===== config.mk =====
export PLATFORM = sky130hd
export DESIGN_NAME = ahb_clac_master_flat
export DESIGN_NICKNAME = d
export VERILOG_FILES = /design/src/rtl/ahb_clac_master_if.sv /design/src/rtl/ahb_clac_master.sv /design/src/flat_wrapper.sv
export SDC_FILE = /design/constraint.sdc
export NUM_CORES = 1
export LEC_CHECK = 0
export ABC_CLOCK_PERIOD_IN_PS = 2150
export CAP_MARGIN = 25
export CELL_PAD_IN_SITES_DETAIL_PLACEMENT = 0
export CELL_PAD_IN_SITES_GLOBAL_PLACEMENT = 2
export CORE_ASPECT_RATIO = 0.9
export CORE_MARGIN = 5
export CORE_UTILIZATION = 30
export DETAILED_ROUTE_END_ITERATION = 8
export PLACE_DENSITY = 0.78
export SYNTH_ARGS = -nofsm -noshare
export SYNTH_HDL_FRONTEND = slang
export SYNTH_SLANG_ARGS = --single-unit

===== constraint.sdc =====
create_clock -name hclk_i -period 2.15 [get_ports hclk_i]
set_input_delay 0.43 -clock hclk_i [delete_from_list [all_inputs] [get_ports hclk_i]]
set_output_delay 0.43 -clock hclk_i [all_outputs]
set_load 0.01 [all_outputs]

===== src/rtl/ahb_clac_master_if.sv =====
// Command/response handshake plus AHB-Lite master bus for the calculator sequencer.
// master = the sequencer's view; slave = the environment (core + calculator slave).
interface ahb_clac_master_if;
   logic        cmd_valid;
   logic        cmd_ready;
   logic [31:0] cmd_mode;
   logic [31:0] cmd_opa;
   logic [31:0] cmd_opb;
   logic        rsp_valid;
   logic        rsp_ready;
   logic [31:0] rsp_data;
   logic        rsp_err;
   logic        hsel;
   logic        hwrite;
   logic        hready;
   logic [2:0]  hsize;
   logic [1:0]  htrans;
   logic [2:0]  hburst;
   logic [31:0] haddr;
   logic [31:0] hwdata;
   logic        hready_resp;
   logic [1:0]  hresp;
   logic [31:0] hrdata;

   modport master (
      input  cmd_valid, cmd_mode, cmd_opa, cmd_opb, rsp_ready,
      input  hready_resp, hresp, hrdata,
      output cmd_ready, rsp_valid, rsp_data, rsp_err,
      output hsel, hwrite, hready, hsize, htrans, hburst, haddr, hwdata
   );

   modport slave (
      output cmd_valid, cmd_mode, cmd_opa, cmd_opb, rsp_ready,
      output hready_resp, hresp, hrdata,
      input  cmd_ready, rsp_valid, rsp_data, rsp_err,
      input  hsel, hwrite, hready, hsize, htrans, hburst, haddr, hwdata
   );
endinterface


===== src/rtl/ahb_clac_master.sv =====
// Sequences one calculator command as five AHB-Lite single transfers (MODE, OPA, OPB, CTRL, RESULT).
// Zero-wait latency: rsp_valid sampled 11+RESULT_GAP edges after accept; response held until rsp_ready.
module ahb_clac_master #(
   parameter logic [31:0] BASE_ADDR  = 32'h0000_0000,
   parameter int          RESULT_GAP = 2,
   parameter int          TIMEOUT    = 16
) (
   input  logic             hclk_i,
   input  logic             hresetn_i,
   ahb_clac_master_if.master bus
);

   localparam int WAIT_RAW = $clog2(TIMEOUT + 1);
   localparam int WAIT_W   = (WAIT_RAW < 4) ? 4 : ((WAIT_RAW > 8) ? 8 : WAIT_RAW);
   localparam logic [WAIT_W-1:0] WAIT_LAST = WAIT_W'(TIMEOUT - 1);
   localparam logic [3:0]        GAP_LAST  = 4'((RESULT_GAP > 0) ? (RESULT_GAP - 1) : 0);

   typedef enum logic [2:0] {
      S_IDLE,
      S_ADDR,
      S_DATA,
      S_GAP,
      S_RESP
   } state_t;

   state_t              state_q, state_d;
   logic [2:0]          step_q, step_d;
   logic [31:0]         mode_q, mode_d;
   logic [31:0]         opa_q, opa_d;
   logic [31:0]         opb_q, opb_d;
   logic [WAIT_W-1:0]   wait_q, wait_d;
   logic [3:0]          gap_q, gap_d;
   logic [31:0]         hwdata_q, hwdata_d;
   logic [31:0]         rsp_data_q, rsp_data_d;
   logic                rsp_err_q, rsp_err_d;
   logic [31:0]         addr_off;
   logic [31:0]         wr_val;

   always_ff @(posedge hclk_i or negedge hresetn_i) begin
      if (!hresetn_i) begin
         state_q    <= S_IDLE;
         step_q     <= 3'd0;
         mode_q     <= 32'h0;
         opa_q      <= 32'h0;
         opb_q      <= 32'h0;
         wait_q     <= '0;
         gap_q      <= 4'd0;
         hwdata_q   <= 32'h0;
         rsp_data_q <= 32'h0;
         rsp_err_q  <= 1'b0;
      end else begin
         state_q    <= state_d;
         step_q     <= step_d;
         mode_q     <= mode_d;
         opa_q      <= opa_d;
         opb_q      <= opb_d;
         wait_q     <= wait_d;
         gap_q      <= gap_d;
         hwdata_q   <= hwdata_d;
         rsp_data_q <= rsp_data_d;
         rsp_err_q  <= rsp_err_d;
      end
   end

   // Step order: MODE, OPA, OPB, CTRL (start), RESULT.
   always_comb begin
      addr_off = 32'h0;
      wr_val   = hwdata_q;
      case (step_q)
         3'd0:    begin addr_off = 32'h04; wr_val = mode_q; end
         3'd1:    begin addr_off = 32'h08; wr_val = opa_q;  end
         3'd2:    begin addr_off = 32'h0C; wr_val = opb_q;  end
         3'd3:    begin addr_off = 32'h00; wr_val = 32'h1;  end
         default: begin addr_off = 32'h10; end
      endcase
   end

   always_comb begin
      state_d    = state_q;
      step_d     = step_q;
      mode_d     = mode_q;
      opa_d      = opa_q;
      opb_d      = opb_q;
      wait_d     = wait_q;
      gap_d      = gap_q;
      hwdata_d   = hwdata_q;
      rsp_data_d = rsp_data_q;
      rsp_err_d  = rsp_err_q;
      case (state_q)
         S_IDLE: begin
            if (bus.cmd_valid) begin
               mode_d  = bus.cmd_mode;
               opa_d   = bus.cmd_opa;
               opb_d   = bus.cmd_opb;
               step_d  = 3'd0;
               state_d = S_ADDR;
            end
         end
         S_ADDR: begin
            wait_d  = '0;
            state_d = S_DATA;
            if (step_q != 3'd4) hwdata_d = wr_val;
         end
         S_DATA: begin
            if (bus.hready_resp) begin
               if (bus.hresp != 2'b00) begin
                  rsp_err_d  = 1'b1;
                  rsp_data_d = 32'h0;
                  state_d    = S_RESP;
               end else if (step_q == 3'd4) begin
                  rsp_err_d  = 1'b0;
                  rsp_data_d = bus.hrdata;
                  state_d    = S_RESP;
               end else if (step_q == 3'd3) begin
                  if (RESULT_GAP == 0) begin
                     step_d  = 3'd4;
                     state_d = S_ADDR;
                  end else begin
                     gap_d   = 4'd0;
                     state_d = S_GAP;
                  end
               end else begin
                  step_d  = step_q + 3'd1;
                  state_d = S_ADDR;
               end
            end else if (wait_q == WAIT_LAST) begin
               // Slave stalled for TIMEOUT cycles: abandon the sequence.
               rsp_err_d  = 1'b1;
               rsp_data_d = 32'h0;
               state_d    = S_RESP;
            end else begin
               wait_d = wait_q + 1'b1;
            end
         end
         S_GAP: begin
            if (gap_q == GAP_LAST) begin
               step_d  = 3'd4;
               state_d = S_ADDR;
            end else begin
               gap_d = gap_q + 4'd1;
            end
         end
         S_RESP: begin
            if (bus.rsp_ready) begin
               rsp_data_d = 32'h0;
               rsp_err_d  = 1'b0;
               state_d    = S_IDLE;
            end
         end
         default: state_d = S_IDLE;
      endcase
   end

   assign bus.cmd_ready = (state_q == S_IDLE);
   assign bus.rsp_valid = (state_q == S_RESP);
   assign bus.rsp_data  = rsp_data_q;
   assign bus.rsp_err   = rsp_err_q;
   assign bus.hsel      = (state_q == S_ADDR);
   assign bus.hwrite    = (state_q == S_ADDR) && (step_q != 3'd4);
   assign bus.hready    = (state_q == S_DATA) ? bus.hready_resp : 1'b1;
   assign bus.hsize     = (state_q == S_ADDR) ? 3'b010 : 3'b000;
   assign bus.htrans    = (state_q == S_ADDR) ? 2'b10 : 2'b00;
   assign bus.hburst    = 3'b000;
   assign bus.haddr     = (state_q == S_ADDR) ? (BASE_ADDR + addr_off) : 32'h0;
   assign bus.hwdata    = hwdata_q;

endmodule


===== src/flat_wrapper.sv =====
// flat-port wrapper written by rule: the top's interface ports become plain ports
module ahb_clac_master_flat 
#(
   parameter logic [31:0] BASE_ADDR  = 32'h0000_0000,
   parameter int          RESULT_GAP = 2,
   parameter int          TIMEOUT    = 16
)
  (hclk_i, hresetn_i, bus_cmd_valid, bus_cmd_mode, bus_cmd_opa, bus_cmd_opb, bus_rsp_ready, bus_hready_resp, bus_hresp, bus_hrdata, bus_cmd_ready, bus_rsp_valid, bus_rsp_data, bus_rsp_err, bus_hsel, bus_hwrite, bus_hready, bus_hsize, bus_htrans, bus_hburst, bus_haddr, bus_hwdata);
  ahb_clac_master_if bus_i ();
  input  logic hclk_i;
  input  logic hresetn_i;
  input wire logic [$bits(bus_i.cmd_valid)-1:0] bus_cmd_valid;
  input wire logic [$bits(bus_i.cmd_mode)-1:0] bus_cmd_mode;
  input wire logic [$bits(bus_i.cmd_opa)-1:0] bus_cmd_opa;
  input wire logic [$bits(bus_i.cmd_opb)-1:0] bus_cmd_opb;
  input wire logic [$bits(bus_i.rsp_ready)-1:0] bus_rsp_ready;
  input wire logic [$bits(bus_i.hready_resp)-1:0] bus_hready_resp;
  input wire logic [$bits(bus_i.hresp)-1:0] bus_hresp;
  input wire logic [$bits(bus_i.hrdata)-1:0] bus_hrdata;
  output wire logic [$bits(bus_i.cmd_ready)-1:0] bus_cmd_ready;
  output wire logic [$bits(bus_i.rsp_valid)-1:0] bus_rsp_valid;
  output wire logic [$bits(bus_i.rsp_data)-1:0] bus_rsp_data;
  output wire logic [$bits(bus_i.rsp_err)-1:0] bus_rsp_err;
  output wire logic [$bits(bus_i.hsel)-1:0] bus_hsel;
  output wire logic [$bits(bus_i.hwrite)-1:0] bus_hwrite;
  output wire logic [$bits(bus_i.hready)-1:0] bus_hready;
  output wire logic [$bits(bus_i.hsize)-1:0] bus_hsize;
  output wire logic [$bits(bus_i.htrans)-1:0] bus_htrans;
  output wire logic [$bits(bus_i.hburst)-1:0] bus_hburst;
  output wire logic [$bits(bus_i.haddr)-1:0] bus_haddr;
  output wire logic [$bits(bus_i.hwdata)-1:0] bus_hwdata;
  assign bus_i.cmd_valid = bus_cmd_valid;
  assign bus_i.cmd_mode = bus_cmd_mode;
  assign bus_i.cmd_opa = bus_cmd_opa;
  assign bus_i.cmd_opb = bus_cmd_opb;
  assign bus_i.rsp_ready = bus_rsp_ready;
  assign bus_i.hready_resp = bus_hready_resp;
  assign bus_i.hresp = bus_hresp;
  assign bus_i.hrdata = bus_hrdata;
  assign bus_cmd_ready = bus_i.cmd_ready;
  assign bus_rsp_valid = bus_i.rsp_valid;
  assign bus_rsp_data = bus_i.rsp_data;
  assign bus_rsp_err = bus_i.rsp_err;
  assign bus_hsel = bus_i.hsel;
  assign bus_hwrite = bus_i.hwrite;
  assign bus_hready = bus_i.hready;
  assign bus_hsize = bus_i.hsize;
  assign bus_htrans = bus_i.htrans;
  assign bus_hburst = bus_i.hburst;
  assign bus_haddr = bus_i.haddr;
  assign bus_hwdata = bus_i.hwdata;
  ahb_clac_master #(.BASE_ADDR(BASE_ADDR), .RESULT_GAP(RESULT_GAP), .TIMEOUT(TIMEOUT)) u_core (.hclk_i(hclk_i), .hresetn_i(hresetn_i), .bus(bus_i));
endmodule

==> impl_metrics.csv, run 1 <==
group,metric,value,unit
clock_tree,cts-root-buf,"clkbuf_16",
final_layout,drive_above_1_share,23.0,%
flow_run,cap_violations,0,
synth,yosys_register_bits,176,
global_routing,overflow,0,
power,power_switching,4930,uW
floorplan,std_cell_rows,56,
setup_path,cpPeakStageDelay,0.44,ns
power,irDropWorstVdd,594,uV
setup_path,crit_top_cell,"ha_1",
sta,fmax,0.474,GHz
setup_path,required,1.72,ns
place,hpwl,15.1,mm
final_layout,fill_cells,2505,
setup_path,critPathSlowestCell,"dfrtp_2",
power,p_sw_share,32.8,%
sta,hold_viol,0,
synth,async_reset_ff_share,100,%
setup_path,end_kind,"output pin",
route,routedWlPerCell,17.2,um
place,dpl_worst_slack,-0.0874,ns
final_layout,mostFrequentLayoutCells,"clkdlybuf4s50_1, dfrtp_1, mux2_2",
route,routed_via_density,4.52,
place,finalWeightedCongestion,0.717,
floorplan,design.core.area,0.0262,mm2
clock_tree,cts_tree,"built",
route,vias,5604,
power,clkPwrFrac,19.8,%
final_layout,fin_util,43.4,%
synth,ys.warnings.count,0,
setup_path,crit_type,"reg2out",
clock_tree,cts.sinks,176,
sta,rsz0062_at_grt,"yes",
worst_hold_path,hp-class,"in2async",
synth,synth_cells,639,
power,pwr-share-comb,42.2,%
global_routing,top_usage_layer,"met2",
synth,netlist_area,0.00802,mm2
final_layout,area_growth,42.0,%
global_routing,grt_pass1_wl,33.4,mm
clock_tree,clockBufferDepth,2,
route,drt_iter0_markers,388,
sta,period_share,98.1,%
sta,setup_viol_count_final,0,
final_layout,regArea,0.00441,mm2
setup_path,worstPathArrival,1.68,ns
power,p_leak,0.00525,uW
global_routing,antenna_found_initial,0,
clock_tree,worstSkewPairLatency,0.42,ns
final_layout,n_antenna_cell,0,
final_layout,multi_input_area,0.00307,mm2
setup_path,cp_max_fo,4,
global_routing,met2_usage,22.1,%
outcome,status,"finished, final reports clean",
sta,fin_tns_setup,0,ns
route,drcViolationCount,0,
setup_path,startpoint,"u_core.step_q[1]",
route,dr.pass1.iters,5,
setup_path,reg2reg_from,"u_core.step_q[1]",
global_routing,use_met1,19.7,%
global_routing,grt_max_degree,46,
final_layout,mostFrequentLayoutCell,"clkdlybuf4s50_1",
route,wl,21.4,mm
final_layout,final_net_count,1025,
setup_path,crit_chain,"ha_1 -> ha_1 -> nor3_2 -> buf_2",
global_routing,grtUsageTotal,14.1,%
global_routing,first_global_vias,5889,
clock_tree,h-tree-depth,4,
place,numPortBuffers,209,
power,internal-power,10100,uW
global_routing,gr-usage-met3,4.34,%
sta,slew_viol_final,0,
setup_path,startpoint_type,"flip-flop",
synth,ys_seq_area_share,54.9,%
sta,post-route-min-period,2.11,ns
clock_tree,clkTransAtPathRegs,0.07,ns
floorplan,boundaryPins,245,
floorplan,dieHeight,165,um
synth,synth_ff_type,"dfrtp_1",
floorplan,die_area,0.0301,mm2
sta,whs,0.486,ns
clock_tree,cts_buffers,17,
power,p_seq_share,38.0,%
synth,syn_area_per_cell,12.5,um2
power,cellPowerDensity,1320,mW/mm2
floorplan,die_w,182,um
synth,synth_edf_count,0,
route,antenna_left,0,
synth,ys_types,45,
sta,worst_slack,0.0417,ns
floorplan,start_util,30.6,%
power,finalPower,15000,uW
sta,finalClockSkew,0.0136,ns
per-stage QoR:
stage | cells | cell area, um2
floorplan | 673 | 8150
global placement | 1203 | 10800
detailed placement | 1203 | 10800
CTS | 1240 | 11300
global route | 1241 | 11400
finish | 1241 | 11400
power by group through the flow:
stage	registers (uW)	logic, uW	clock network, uW
floorplan	5850	3480	0
global placement	5740	6370	0
CTS	5720	6440	3100
finish	5720	6350	2980
global route	5930	6910	3240
detailed placement	5770	6440	0
routing by layer:
metal  share of wire [%]  wire length, um
met4                0.70              150
met5                   0                0
met3                 5.7             1210
met1                  47             9930
met2                  47            10100
cell families after synthesis:
group	count (synthesis)	share of synthesized area [%]
other	1	0.0468
multiplexers	163	21.9
buffers and inverters	144	9.35
XOR/XNOR	2	0.218
adder cells (fa/ha/maj)	10	1.56
AO/OA/AOI/OAI	59	6.54
flip-flops	176	54.9
AND/OR/NAND/NOR	84	5.48
worst max-delay path, delay by kind of cell, from the launching register on:
kind	cells	cell delay [ns]
adder cells (fa/ha/maj)	2	0.45
flip-flops	1	0.44
AND/OR/NAND/NOR	1	0.20
buffers and inverters	1	0.17
cells in the mapped netlist, types with 2 or more instances:
master / instances / area (um2)
buf_4: 44 / 330
dfrtp_1: 176 / 4400
a21oi_1: 7 / 35.0
nor3b_1: 3 / 22.5
nand2b_1: 5 / 31.3
mux2i_1: 64 / 641
nor2b_1: 6 / 37.5
and3_1: 2 / 12.5
o21ai_0: 3 / 15.0
xor2_1: 2 / 17.5
mux2_2: 99 / 1110
nor2_1: 8 / 30.0
clkbuf_1: 7 / 26.3
buf_2: 17 / 85.1
a222oi_1: 31 / 310
nand3_1: 8 / 40.0
o31ai_1: 2 / 15.0
inv_1: 71 / 267
nor3_1: 7 / 35.0
a211o_1: 3 / 26.3
a31oi_1: 3 / 18.8
ha_1: 10 / 125
buf_6: 3 / 33.8
nand2_1: 37 / 139
layout make-up:
class	count	area share (%)
Timing Repair Buffer	260	23.2
Clock buffer	19	3.80
Tap cell	348	3.83
Clock inverter	13	1.11
Inverter	72	2.37
Sequential cell	176	38.7
Multi-Input combinational cell	353	27.0
sequential cells by signal, indices dropped and copies added, names as in the netlist:
signal / count
u_core.mode_q: 32
u_core.opb_q: 32
u_core.state_q: 3
u_core.bus.rsp_err: 1
u_core.bus.hwdata: 32
u_core.gap_q: 4
u_core.wait_q: 5
u_core.bus.rsp_data: 32
u_core.opa_q: 32
u_core.step_q: 3
worst paths after layout:
path,end,slack [ns],cells past startpoint
setup / recovery,bus_haddr[4],0.04,4
hold / removal,u_core.bus.hwdata[5],0.49,2
setup reg to reg,u_core.bus.hwdata[5],0.12,7
hold reg to reg,u_core.wait_q[4],0.51,2
max in group asynchronous,u_core.bus.hwdata[28],0.98,3
min in group hclk_i,u_core.wait_q[4],0.51,2
what timing repair did:
action | 4_1_cts | 5_1_grt
buffers inserted | 4 | 1
setup endpoints to repair | 10 | 6
hold buffers | 1 | 0
gates resized for setup | 20 | 11
pin swaps | 1 | 0
endpoints found under the hold margin | 29 | 0
No activity file was read; power rests on OpenSTA's default activity.
==> run 2: changes to the inputs <==
- RECOVER_POWER: default -> 100
==> run 2 against run 1 <==
Net effect: power fell by 3.2%; sequential power barely moved; combinational power fell by 7.1%; wire length fell by 0.24%; fmax rose by 0.24%; clock power barely moved; largest power group unchanged.
==> impl_metrics.csv, run 2 (same netlist as run 1, synthesis figures left out) <==
group,metric,value,unit
global_routing,grt_pass1_wl,33.4,mm
setup_path,path_delay_family,"adder cells",
setup_path,crit_chain,"ha_1 -> ha_1 -> nor3_2 -> buf_2",
setup_path,startpoint_type,"flip-flop",
floorplan,die_area,0.0301,mm2
setup_path,required,1.72,ns
sta,post-route-min-period,2.10,ns
global_routing,grtUsageTotal,14.1,%
final_layout,fill_cells,2532,
route,routed_via_density,4.52,
clock_tree,cts_tree,"built",
setup_path,critPathSlowestCell,"dfrtp_2",
setup_path,cpPeakStageDelay,0.44,ns
clock_tree,clockBufferDepth,2,
setup_path,end_kind,"output pin",
sta,setup_viol_count_final,0,
global_routing,antenna_found_initial,0,
flow_run,cap_violations,0,
sta,slew_viol_final,0,
floorplan,dieHeight,165,um
setup_path,r2r_end,"u_core.bus.hwdata[17]",
final_layout,drive_above_1_share,22.2,%
global_routing,overflow,0,
sta,whs,0.508,ns
outcome,status,"finished, final reports clean",
global_routing,grt_max_degree,46,
setup_path,path_buf_inv,1,
final_layout,final_net_count,1025,
setup_path,crit_path_end,"bus_haddr[4]",
setup_path,cp.depth,4,
route,dr.pass1.iters,7,
floorplan,boundaryPins,245,
setup_path,reg2reg_from,"u_core.step_q[1]",
final_layout,area_growth,40.0,%
final_layout,fin_util,42.8,%
place,numPortBuffers,209,
floorplan,die_w,182,um
worst_hold_path,min_path_cells,2,
place,hpwl,15.1,mm
final_layout,n_antenna_cell,0,
worst_hold_path,hp-class,"reg2reg",
route,vias,5615,
sta,rsz0062_at_grt,"yes",
route,routedWlPerCell,17.2,um
clock_tree,cts.sinks,176,
clock_tree,h-tree-depth,4,
final_layout,mostFrequentLayoutCells,"dfrtp_1, clkdlybuf4s50_1, mux2_2",
power,cellPowerDensity,1300,mW/mm2
final_layout,mostFrequentLayoutCell,"dfrtp_1",
floorplan,design.core.area,0.0262,mm2
clock_tree,cts_buffers,17,
sta,fmax,0.475,GHz
floorplan,std_cell_rows,56,
power,irDropWorstVdd,591,uV
floorplan,start_util,30.6,%
route,wl,21.3,mm
setup_path,startpoint,"u_core.step_q[1]",
clock_tree,clkTransAtPathRegs,0.07,ns
place,finalWeightedCongestion,0.717,
setup_path,cp_max_fo,4,
setup_path,reg2reg_slack,0.10,ns
setup_path,worst_r2r_path_depth,7,
power,p_leak,0.00531,uW
clock_tree,worstSkewPairLatency,0.41,ns
sta,hold_viol,0,
global_routing,first_global_vias,5889,
setup_path,worstPathArrival,1.67,ns
clock_tree,cts-root-buf,"clkbuf_16",
route,antenna_left,0,
sta,tightestPinTransition,0.941,ns
setup_path,crit_top_cell,"ha_1",
route,drcViolationCount,0,
sta,finalClockSkew,0.0117,ns
setup_path,crit_type,"reg2out",
sta,period_share,97.8,%
sta,timing.slew.headroom,37.3,%
route,drt_iter0_markers,372,
## run 2: worst min path at each step
stage	startpoint	to
finish	u_core.wait_q[4]	u_core.wait_q[4]
global route	u_core.opb_q[10]	u_core.opb_q[10]
CTS	hresetn_i	u_core.bus.hwdata[5]
detailed placement	hresetn_i	u_core.bus.hwdata[5]
global placement	hresetn_i	u_core.bus.hwdata[5]
floorplan	hresetn_i	u_core.bus.hwdata[0]
## run 2: cell type report
cell class                 instances  area [um2]  area share (%)
sequential                       176        4410            39.3
multi-input combinational        353        3040            27.1
timing repair buffer             260        2510            22.4
tap                              348         435            3.88
clock buffer                      19         433            3.86
inverter                          72         270            2.41
clock inverter                    13         126            1.13
## run 2: per-stage QoR
step	cell area (um2)	setup TNS (ns)	total power (uW)	setup WS, ns	instances
6_report	11200	0	14600	0.0467	1241
5_1_grt	11200	-0.605	15600	-0.0541	1241
4_1_cts	11300	-0.00483	15300	-0.00483	1240
3_5_place_dp	10800	-0.868	12200	-0.0874	1203
3_3_place_gp	10800	-0.0794	12100	-0.0516	1203
2_1_floorplan	8150	0	9340	0.225	673
## run 2: repair_timing
action | 4_1_cts | 5_1_grt
hold endpoints to repair | 29 | 0
hold buffers | 1 | 0
buffers inserted | 4 | 1
endpoints found under the setup margin | 10 | 6
gates resized for setup | 20 | 11
pin swaps | 1 | 0
## run 2: power breakdown
| part | switching (uW) | leakage, uW | internal (uW) |
|---|---|---|---|
| Sequential | 800 | 0.00215 | 4890 |
| Clock | 1440 | 0.000254 | 1530 |
| Combinational | 2600 | 0.00290 | 3310 |
## run 2: layer usage
| layer | GRT usage, % | up-vias | routed length, um |
|---|---|---|---|
| met5 | 0 | - | 0 |
| met4 | 2.63 | 0 | 154 |
| met3 | 4.34 | 8 | 1320 |
| met2 | 22.1 | 166 | 10000 |
| met1 | 19.7 | 2788 | 9770 |
| li1 | - | 2653 | - |
## run 2: worst min-delay path, delay by kind of cell, from the launching register on
| kind | cells | cell delay [ns] |
|---|---|---|
| and+or+nand+nor | 1 | 0.07 |
| AOI/OAI and AO/OA | 1 | 0.06 |
| DFF | 1 | 0.35 |
==> run 3: changes to the inputs <==
- CORE_ASPECT_RATIO: 0.9 -> 1.2
==> run 3 against run 2 <==
Net effect: flip-flop and latch count is the same; cell count shrank 1.4%; global-route usage shrank 0.15 points; register-to-register slack gained 0.05 ns; sequential share of layout area shrank 0.30 points; die area is essentially flat; hold slack lost 0.0012 ns; non-clock buffer count shrank 4; clock skew grew 0.0054 ns; first-iteration DRC count shrank 11%; power grew 3.1%; worst setup slack gained 0.012 ns; largest cell class unchanged.
==> impl_metrics.csv, run 3 (same netlist as run 1, synthesis figures left out) <==
group,metric,value,unit
route,drt-met1-wl,9.23,mm
setup_path,worst_r2r_path_depth,9,
final_layout,drive_above_1_share,22.4,%
clock_tree,h-tree-depth,4,
sta,post-route-min-period,2.09,ns
outcome,status,"finished, final reports clean",
setup_path,end_kind,"output pin",
route,drt_iter0_markers,332,
power,power_switching,4950,uW
floorplan,boundaryPins,245,
floorplan,dieHeight,189,um
power,p_seq_share,38.1,%
power,p_leak,0.00524,uW
clock_tree,cts-root-buf,"clkbuf_16",
setup_path,reg2reg_slack,0.15,ns
sta,fmax,0.478,GHz
setup_path,path_buf_inv,3,
route,dr.pass1.iters,7,
power,clkPwrFrac,20.5,%
setup_path,cp_max_fo,4,
final_layout,final_net_count,1021,
worst_hold_path,hp-class,"in2async",
setup_path,worstPathArrival,1.66,ns
final_layout,mostFrequentLayoutCells,"clkdlybuf4s50_1, dfrtp_1, mux2_2",
final_layout,fin_util,42.9,%
power,pwr-share-comb,41.4,%
power,cellPowerDensity,1330,mW/mm2
setup_path,startpoint_type,"flip-flop",
route,drcViolationCount,0,
global_routing,grtUsageTotal,14.0,%
clock_tree,cts_tree,"built",
floorplan,design.core.area,0.0264,mm2
global_routing,antenna_found_initial,0,
setup_path,cpPeakStageDelay,0.39,ns
global_routing,grt_pass1_wl,33.8,mm
place,hpwl,14.7,mm
global_routing,first_global_vias,5878,
place,numPortBuffers,209,
sta,period_share,97.3,%
setup_path,crit_chain,"inv_1 -> ha_1 -> buf_4 -> a21oi_1 -> clkdlybuf4s15_1",
setup_path,required,1.72,ns
final_layout,area_growth,41.0,%
power,p_sw_share,33.0,%
clock_tree,clkTransAtPathRegs,0.07,ns
global_routing,overflow,0,
global_routing,grt_max_degree,50,
flow_run,cap_violations,0,
route,routed-wl-met2,10.0,mm
floorplan,std_cell_rows,65,
floorplan,die_w,159,um
setup_path,r2r_end,"u_core.bus.hwdata[3]",
setup_path,path_delay_family,"buffers and inverters",
power,internal-power,10100,uW
route,wl_met3,1.62,mm
sta,tightestPinTransition,0.887,ns
place,finalWeightedCongestion,0.762,
route,routedWlPerCell,17.3,um
route,maxUsedRoutingLayer,"met4",
route,wl,21.2,mm
setup_path,critPathSlowestCell,"dfrtp_1",
clock_tree,clockBufferDepth,2,
floorplan,start_util,30.4,%
route,vias,5589,
final_layout,mostFrequentLayoutCell,"clkdlybuf4s50_1",
route,antenna_left,0,
power,irDropWorstVdd,484,uV
final_layout,n_antenna_cell,0,
place,dpl_worst_slack,-0.0111,ns
setup_path,crit_type,"reg2out",
sta,timing.slew.headroom,40.9,%
floorplan,die_area,0.0301,mm2
sta,setup_viol_count_final,0,
sta,finalClockSkew,0.0171,ns
clock_tree,cts.sinks,176,
sta,rsz0062_at_grt,"yes",
setup_path,reg2reg_from,"u_core.step_q[1]",
clock_tree,worstSkewPairLatency,0.43,ns
sta,worst_slack,0.0585,ns
sta,hold_viol,0,
clock_tree,cts_buffers,17,
route,routed_via_density,4.57,
sta,slew_viol_final,0,
## run 3: cell types whose count changed in the layout (fill, tap and decap cells not counted), sizes merged
cell,previous run,this run
clkinvlp,6,1
clkdlybuf4s15,0,1
clkbuf,27,26
clkdlybuf4s50,132,198
inv,77,80
buf,46,41
clkinv,2,5
dlygate4sd3,67,1
## run 3: layer usage
layer,vias to the layer above,global-route usage [%]
met1,2737,17.7
li1,2633,-
met4,0,3.81
met3,17,4.96
met5,-,0
met2,202,22.9
## run 3: cell type report
type	instances	area, um2
clock buffer	18	439
inverter	72	273
clock inverter	14	143
tap	335	419
fill	2505	15000
timing repair buffer	256	2540
sequential	176	4400
multi-input combinational	353	3090
## run 3: what timing repair did
action,in CTS,in global routing
pin swaps,1,3
resized for setup,24,9
buffers inserted,4,2
hold endpoints to repair,42,0
hold buffers,1,0
setup endpoints to repair,10,3
## run 3: power groups by stage
stage | clock, uW | combinational (uW) | sequential (uW)
after CTS | 3190 | 6340 | 5740
after detailed placement | 0 | 6290 | 5800
final | 3080 | 6210 | 5730
after global placement | 0 | 6220 | 5760
after floorplan | 0 | 3480 | 5850
after global routing | 3320 | 6780 | 5930
## run 3: worst register-to-register path, stage by stage (launching register included)
cell and delay [ns]:
dfrtp_1 0.41, inv_1 0.13, ha_4 0.15, nor2b_4 0.16, buf_4 0.13, buf_12 0.22
nor3_2 0.09, buf_12 0.19, a222oi_1 0.28, mux2i_1 0.11
## run 3: worst max-delay path by stage
stage | slack, ns | cells past startpoint | start | end
finish | 0.06 | 5 | u_core.step_q[1] | bus_hwrite
global route | -0.04 | 5 | u_core.step_q[1] | bus_hwrite
CTS | 0.002 | 6 | u_core.step_q[1] | bus_haddr[3]
detailed placement | -0.01 | 5 | bus_hready_resp | u_core.gap_q[2]
global placement | -0.02 | 5 | bus_hready_resp | u_core.gap_q[2]
floorplan | 0.23 | 7 | u_core.step_q[0] | bus_haddr[3]
## run 3: per-stage QoR
| stage | total power, uW | hold WS, ns | TNS [ns] | area, um2 | std cells |
|---|---|---|---|---|---|
| 2_1_floorplan | 9340 | 0.134 | 0 | 8150 | 673 |
| 3_3_place_gp | 12000 | 0.417 | -0.0229 | 10700 | 1185 |
| 3_5_place_dp | 12100 | 0.423 | -0.0111 | 10700 | 1185 |
| 4_1_cts | 15300 | 0.513 | 0 | 11300 | 1222 |
| 5_1_grt | 16000 | 0.521 | -0.133 | 11300 | 1224 |
| 6_report | 15000 | 0.507 | 0 | 11300 | 1224 |
